==> config.mk <==
export PLATFORM = sky130hd
export DESIGN_NAME = sparse_boundary_matrix_builder
export DESIGN_NICKNAME = d
export VERILOG_FILES = /design/src/rtl/sparse_boundary_matrix_builder.sv
export SDC_FILE = /design/constraint.sdc
export NUM_CORES = 1
export LEC_CHECK = 0
export ABC_AREA = 1
export BUFFER_PORTS_ARGS = -buffer_cell sky130_fd_sc_hd__buf_4
export CAP_MARGIN = 20
export CELL_PAD_IN_SITES_DETAIL_PLACEMENT = 1
export CELL_PAD_IN_SITES_GLOBAL_PLACEMENT = 2
export CORE_MARGIN = 4
export CORE_UTILIZATION = 30
export DETAILED_ROUTE_END_ITERATION = 10
export GPL_TIMING_DRIVEN = 0
export PLACE_DENSITY_LB_ADDON = 0.1
export SLEW_MARGIN = 20
export SYNTH_ARGS = -nofsm -noshare
export SYNTH_HDL_FRONTEND = slang
export SYNTH_SLANG_ARGS = --single-unit
==> constraint.sdc <==
create_clock -name clk -period 2.35 [get_ports clk]
set_input_delay 0.1175 -clock clk [delete_from_list [all_inputs] [get_ports clk]]
set_output_delay 0.1175 -clock clk [all_outputs]
set_load 0.02 [all_outputs]
==> src/rtl/sparse_boundary_matrix_builder.sv <==
// Streaming CSC encoder: sorted (row, value) beats in, entry and column-pointer writes out.
// Optional build macro SPARSE_ZERO_FILTER_EN drops zero-valued entry beats instead of storing them.
module sparse_boundary_matrix_builder #(
  parameter int DATA_WIDTH    = 16,
  parameter int ADDR_WIDTH    = 12,
  parameter int MAX_ENTRIES   = 4096,
  parameter int CSC_PTR_WIDTH = 16,
  parameter int COL_WIDTH     = 10
) (
  input  logic                     clk,
  input  logic                     rst_n,
  input  logic                     start,
  input  logic                     abort,
  input  logic [COL_WIDTH-1:0]     num_cols,
  input  logic                     in_valid,
  output logic                     in_ready,
  input  logic [ADDR_WIDTH-1:0]    in_row,
  input  logic [DATA_WIDTH-1:0]    in_value,
  input  logic                     in_last,
  input  logic                     in_empty,
  output logic                     ent_wr_en,
  output logic [ADDR_WIDTH-1:0]    ent_wr_addr,
  output logic [DATA_WIDTH-1:0]    ent_wr_value,
  output logic [ADDR_WIDTH-1:0]    ent_wr_row,
  output logic                     ptr_wr_en,
  output logic [COL_WIDTH-1:0]     ptr_wr_addr,
  output logic [CSC_PTR_WIDTH-1:0] ptr_wr_data,
  output logic                     busy,
  output logic                     done,
  output logic [CSC_PTR_WIDTH-1:0] nnz_count,
  output logic                     err_overflow,
  output logic                     err_order
);

  typedef enum logic [1:0] {S_IDLE, S_FILL, S_DONE, S_ERROR} state_t;

  state_t                   state;
  logic [COL_WIDTH-1:0]     col;
  logic [COL_WIDTH-1:0]     cols_q;
  logic [CSC_PTR_WIDTH-1:0] nnz;
  logic [ADDR_WIDTH-1:0]    prev_row;
  logic                     col_has_entry;

  logic                     accept;
  logic                     is_entry;
  logic                     ovf_hit;
  logic                     ord_hit;
  logic                     last_col;
  logic [CSC_PTR_WIDTH-1:0] nnz_next;

  // NOTE: every signal written in always_comb gets a default first, so no latch can be inferred.
  always_comb begin
    accept   = in_valid && (state == S_FILL);
`ifdef SPARSE_ZERO_FILTER_EN
    is_entry = !in_empty && (in_value != '0);
`else
    is_entry = !in_empty;
`endif
    ovf_hit  = accept && is_entry && (nnz == CSC_PTR_WIDTH'(MAX_ENTRIES));
    ord_hit  = accept && is_entry && col_has_entry && (in_row <= prev_row);
    last_col = (col == cols_q - 1'b1);
    nnz_next = nnz + CSC_PTR_WIDTH'(is_entry);
  end

  assign in_ready  = (state == S_FILL);
  assign busy      = (state == S_FILL);
  assign nnz_count = nnz;

  // NOTE: sequential state uses non-blocking assignments only; all control and output
  // registers are reset, while the data-only write fields are reset too so outputs read 0.
  always_ff @(posedge clk or negedge rst_n) begin
    if (!rst_n) begin
      state         <= S_IDLE;
      col           <= '0;
      cols_q        <= '0;
      nnz           <= '0;
      prev_row      <= '0;
      col_has_entry <= 1'b0;
      ent_wr_en     <= 1'b0;
      ent_wr_addr   <= '0;
      ent_wr_value  <= '0;
      ent_wr_row    <= '0;
      ptr_wr_en     <= 1'b0;
      ptr_wr_addr   <= '0;
      ptr_wr_data   <= '0;
      done          <= 1'b0;
      err_overflow  <= 1'b0;
      err_order     <= 1'b0;
    end else begin
      ent_wr_en <= 1'b0;
      ptr_wr_en <= 1'b0;
      done      <= 1'b0;
      if (abort) begin
        state <= S_IDLE;
      end else if (start && (state != S_FILL)) begin
        nnz           <= '0;
        col           <= '0;
        cols_q        <= num_cols;
        col_has_entry <= 1'b0;
        err_overflow  <= 1'b0;
        err_order     <= 1'b0;
        ptr_wr_en     <= 1'b1;
        ptr_wr_addr   <= '0;
        ptr_wr_data   <= '0;
        if (num_cols == '0) begin
          state <= S_DONE;
          done  <= 1'b1;
        end else begin
          state <= S_FILL;
        end
      end else if (accept) begin
        if (ovf_hit || ord_hit) begin
          // Faulting beat is dropped entirely, including any column close it carried.
          err_overflow <= err_overflow | ovf_hit;
          err_order    <= err_order | ord_hit;
          state        <= S_ERROR;
        end else begin
          if (is_entry) begin
            ent_wr_en     <= 1'b1;
            ent_wr_addr   <= nnz[ADDR_WIDTH-1:0];
            ent_wr_value  <= in_value;
            ent_wr_row    <= in_row;
            nnz           <= nnz_next;
            prev_row      <= in_row;
            col_has_entry <= 1'b1;
          end
          if (in_last) begin
            ptr_wr_en     <= 1'b1;
            ptr_wr_addr   <= col + 1'b1;
            ptr_wr_data   <= nnz_next;
            col           <= col + 1'b1;
            col_has_entry <= 1'b0;
            if (last_col) begin
              state <= S_DONE;
              done  <= 1'b1;
            end
          end
        end
      end
    end
  end

endmodule

==> out/results.tsv <==
stage	metric	value	unit
synth	synth.area.top_cells	dfrtp_1 49%, nand2_1 18%, inv_1 5.0%, ha_1 3.9%, o21ai_0 3.6%	
routing	detail_route.first_pass.iterations	4	
timing	tightest_slew	997.5	ps
routing	wl	16990	um
cells_and_area	stdcell_area	0.007264	sq mm
synth	synthesis.nets	726	
job	drv_cap	0	
critical_path	crit_family	buffers and inverters	
power_and_ir_drop	irDropWorstVdd	0.4108	mV
critical_path	slowest_delay	530	ps
global_route	track_usage	17.74	%
synth	syn_area	0.005124	sq mm
timing	max_freq	460.4	MHz
synth	synth.avg_cell_area	7.705	sq um
placement	postPlaceCellArea	0.006401	sq mm
timing	setup_violations	0	
cts	cts_root_buf	clkbuf_16	
timing	finalHoldViolCount	0	
power_and_ir_drop	p_int	3.745	mW
timing	slew_viol_final	0	
power_and_ir_drop	power_density	841.6	mW/mm^2
floorplan	fp.coreArea	0.01664	sq mm
power_and_ir_drop	seq_power_share	39.1	%
cells_and_area	area_growth	41.78	%
critical_path	path_class	input port to flip-flop	
routing	vias_per_cell	4.654	
global_route	grt_pass1_vias	5242	
routing	drc	0	
global_route	grt_overflow	0	
run_status	outcome	finished clean	
critical_path	crit_path_end_kind	flip-flop	
timing	maxSlewHeadroom	33.50	%
critical_path	crit_fanout	8	
critical_path	arrival	2420	ps
power_and_ir_drop	swShare	38.74	%
floorplan	dieWidth	138.7	um
placement	gp_congestion	0.7973	
synth	synth_top_area_cell	dfrtp_1	
synth	synthTopCellsByCount	250 x nand2_1, 100 x dfrtp_1, 68 x inv_1	
synth	ys_seq_area_share	48.84	%
cells_and_area	fin_nets	915	
timing	fin_crit_sh	92.43	%
critical_path	crit_buf_inv	5	
cells_and_area	insertedDiodeCount	0	
cts	cts.sinks	100	
power_and_ir_drop	p_clk_share	24.1	%
cts	cts_buffers	9	
routing	vias	5022	
timing	post-route-min-period	2172	ps
synth	synth_top_area_share	48.84	%
synth	synth_edf_count	0	
critical_path	worstPathRequired	2590	ps
synth	synth_cells	665	
floorplan	dieArea	0.01923	sq mm
cts	clk_pin_slew	70	ps
cts	clock_path_buffers	2	
synth	synth.most_common_cell	nand2_1	
timing	fin_setup_tns	0	ps
cts	clk_latency	360	ps
global_route	grt_first_pass_wirelength	27710	um
cells_and_area	fill_cells	2033	
synth	synth_ff_type	dfrtp_1	
cts	tritoncts	built	
power_and_ir_drop	combPwrFrac	36.8	%
cts	htreeDepth	3	
critical_path	critPathSlowestCell	dlygate4sd3_1	
power_and_ir_drop	power_leakage	3.668	nW
synth	synth_seq_cells	100	
synth	synth_cell_types	33	
global_route	grt_max_degree	101	
synth	synthArstFlopShare	100.0	%
routing	drt-initial-drc-count	204	
critical_path	cp_common_cell	nand2_1	
floorplan	initial_core_util	30.79	%
power_and_ir_drop	p_sw	2.369	mW
critical_path	critPathLaunchType	input port	
routing	wire_per_inst	15.75	um
timing	fin_skew	11.94	ps
floorplan	row_count	47	
cells_and_area	layout-drive-gt1-share	23.63	%
min_path	hold_path_class	input port to flip-flop	
synth	ys_warn_count	0	
routing	antenna_left	0	
critical_path	path_cells	dlygate4sd3_1 -> buf_4 -> ha_1 -> nand2_1 -> nor2_2 -> and2_4 -> nand2_1 -> nand3_1 -> nand2_2 -> nand2_2 -> nand2_4 -> inv_4 -> nand4_4 -> clkinv_4 -> clkbuf_16 -> nand2_1 -> nand2_1	
placement	portBuffers	133	
floorplan	die_y	138.7	um
placement	hpwl	12260	um
floorplan	ios	134	
global_route	antenna_found_initial	0	
==> logic make-up (layout without fill, tap and decap cells) <==
| logic type | after synthesis | count (layout) | synth area share [%] |
|---|---|---|---|
| adder cells (fa/ha/maj) | 16 | 16 | 3.907 |
| AO/OA/AOI/OAI | 79 | 79 | 7.937 |
| XOR/XNOR | 12 | 12 | 2.051 |
| flip-flops | 100 | 100 | 48.84 |
| AND/OR/NAND/NOR | 361 | 361 | 29.40 |
| buffers and inverters | 97 | 291 | 7.863 |
==> timing repair <==
item / CTS / global route
hold endpoints to repair: 135 / 0
hold buffers: 36 / 0
gates resized for setup: 1 / 40
setup endpoints to repair: 7 / 83
cloned: 0 / 2
buffers inserted: 0 / 7
pin swaps: 0 / 3
==> flip-flops by register name, indices dropped and copies added (netlist names) <==
register       cells
ent_wr_en          1
prev_row          12
nnz_count         16
err_order          1
col               10
col_has_entry      1
ptr_wr_data       16
cols_q            10
err_overflow       1
ptr_wr_en          1
ent_wr_addr       12
ent_wr_value      16
state              2
done               1
==> power groups by stage <==
stage	registers, mW	clock network (mW)	logic, mW
global route	2.45	1.61	2.52
global placement	2.41	0	2.10
finish	2.39	1.47	2.25
detailed placement	2.43	0	2.15
floorplan	2.73	0	0.873
CTS	2.39	1.52	2.20
==> worst reg2reg max path, cell delays in order, from the launching register on <==
cell       delay, ps
dfrtp_1          390
inv_1             90
ha_4             270
nand2_2           50
nor2_2            90
and2_4           150
nand4_1           80
nand2_2           90
nand2_2           70
nand2_4          120
inv_4             50
nand4_4          140
clkinv_4         150
clkbuf_16        180
nand2_1           60
nand2_1           50
==> final cells by class <==
class,instances,area [sq um],area share [%]
timing repair buffer,178,1478,20.34
clock buffer,9,225.2,3.100
clock inverter,7,56.30,0.7751
buffer,21,158.9,2.187
multi-input combinational,468,2276,31.33
tap,220,275.3,3.789
inverter,76,292.8,4.030
sequential,100,2502,34.45
==> placed cells by master (no fill, tap or decap), drive strengths merged <==
cell         instances
nand3b               1
xnor2                3
a21o                 1
o21ai               62
dfrtp              100
nor3b                1
o21a                 2
nand2              253
a21oi               13
ha                  16
dlygate4sd3         36
buf                157
nand4               11
nand3               31
nor4                 5
xor2                 9
nor3                10
a41oi                1
clkbuf              15
and2                 1
nor2                48
clkinv               6
inv                 77
==> metal layers <==
layer  track usage (%)  up-vias  wire [um]
li1                  -     2472          -
met1             24.33     2443       8179
met3             3.103       12        604
met5                 0        -          0
met4             5.098        0        216
met2             28.93       95       7994
==> worst paths after layout <==
| path | from | to | slack [ps] | cells after the start |
|---|---|---|---|---|
| max in group asynchronous | rst_n | state[0] | 1210 | 2 |
| min in group asynchronous | rst_n | prev_row[5] | 420 | 2 |
| hold reg to reg | ent_wr_value[0] | ent_wr_value[0] | 480 | 2 |
| hold / removal | in_row[0] | prev_row[0] | 40 | 3 |
| setup reg to reg | prev_row[11] | prev_row[9] | 200 | 15 |
| setup / recovery | in_row[7] | prev_row[9] | 180 | 17 |
==> stage by stage <==
step | util (%) | hold slack (ps) | std cells | setup WS (ps) | power, mW
3_5_place_dp | 38.46 | 316.5 | 1018 | -37.62 | 4.572
2_1_floorplan | - | -178.1 | 665 | 298.3 | 3.603
5_1_grt | 43.65 | 53.39 | 1079 | -15.05 | 6.578
4_1_cts | 42.33 | 28.76 | 1070 | 57.91 | 6.117
6_report | 43.65 | 39.44 | 1079 | 177.9 | 6.114
3_3_place_gp | 38.44 | 313.8 | 1018 | 16.15 | 4.511
Note: power is estimated with default switching activity, not from simulation.
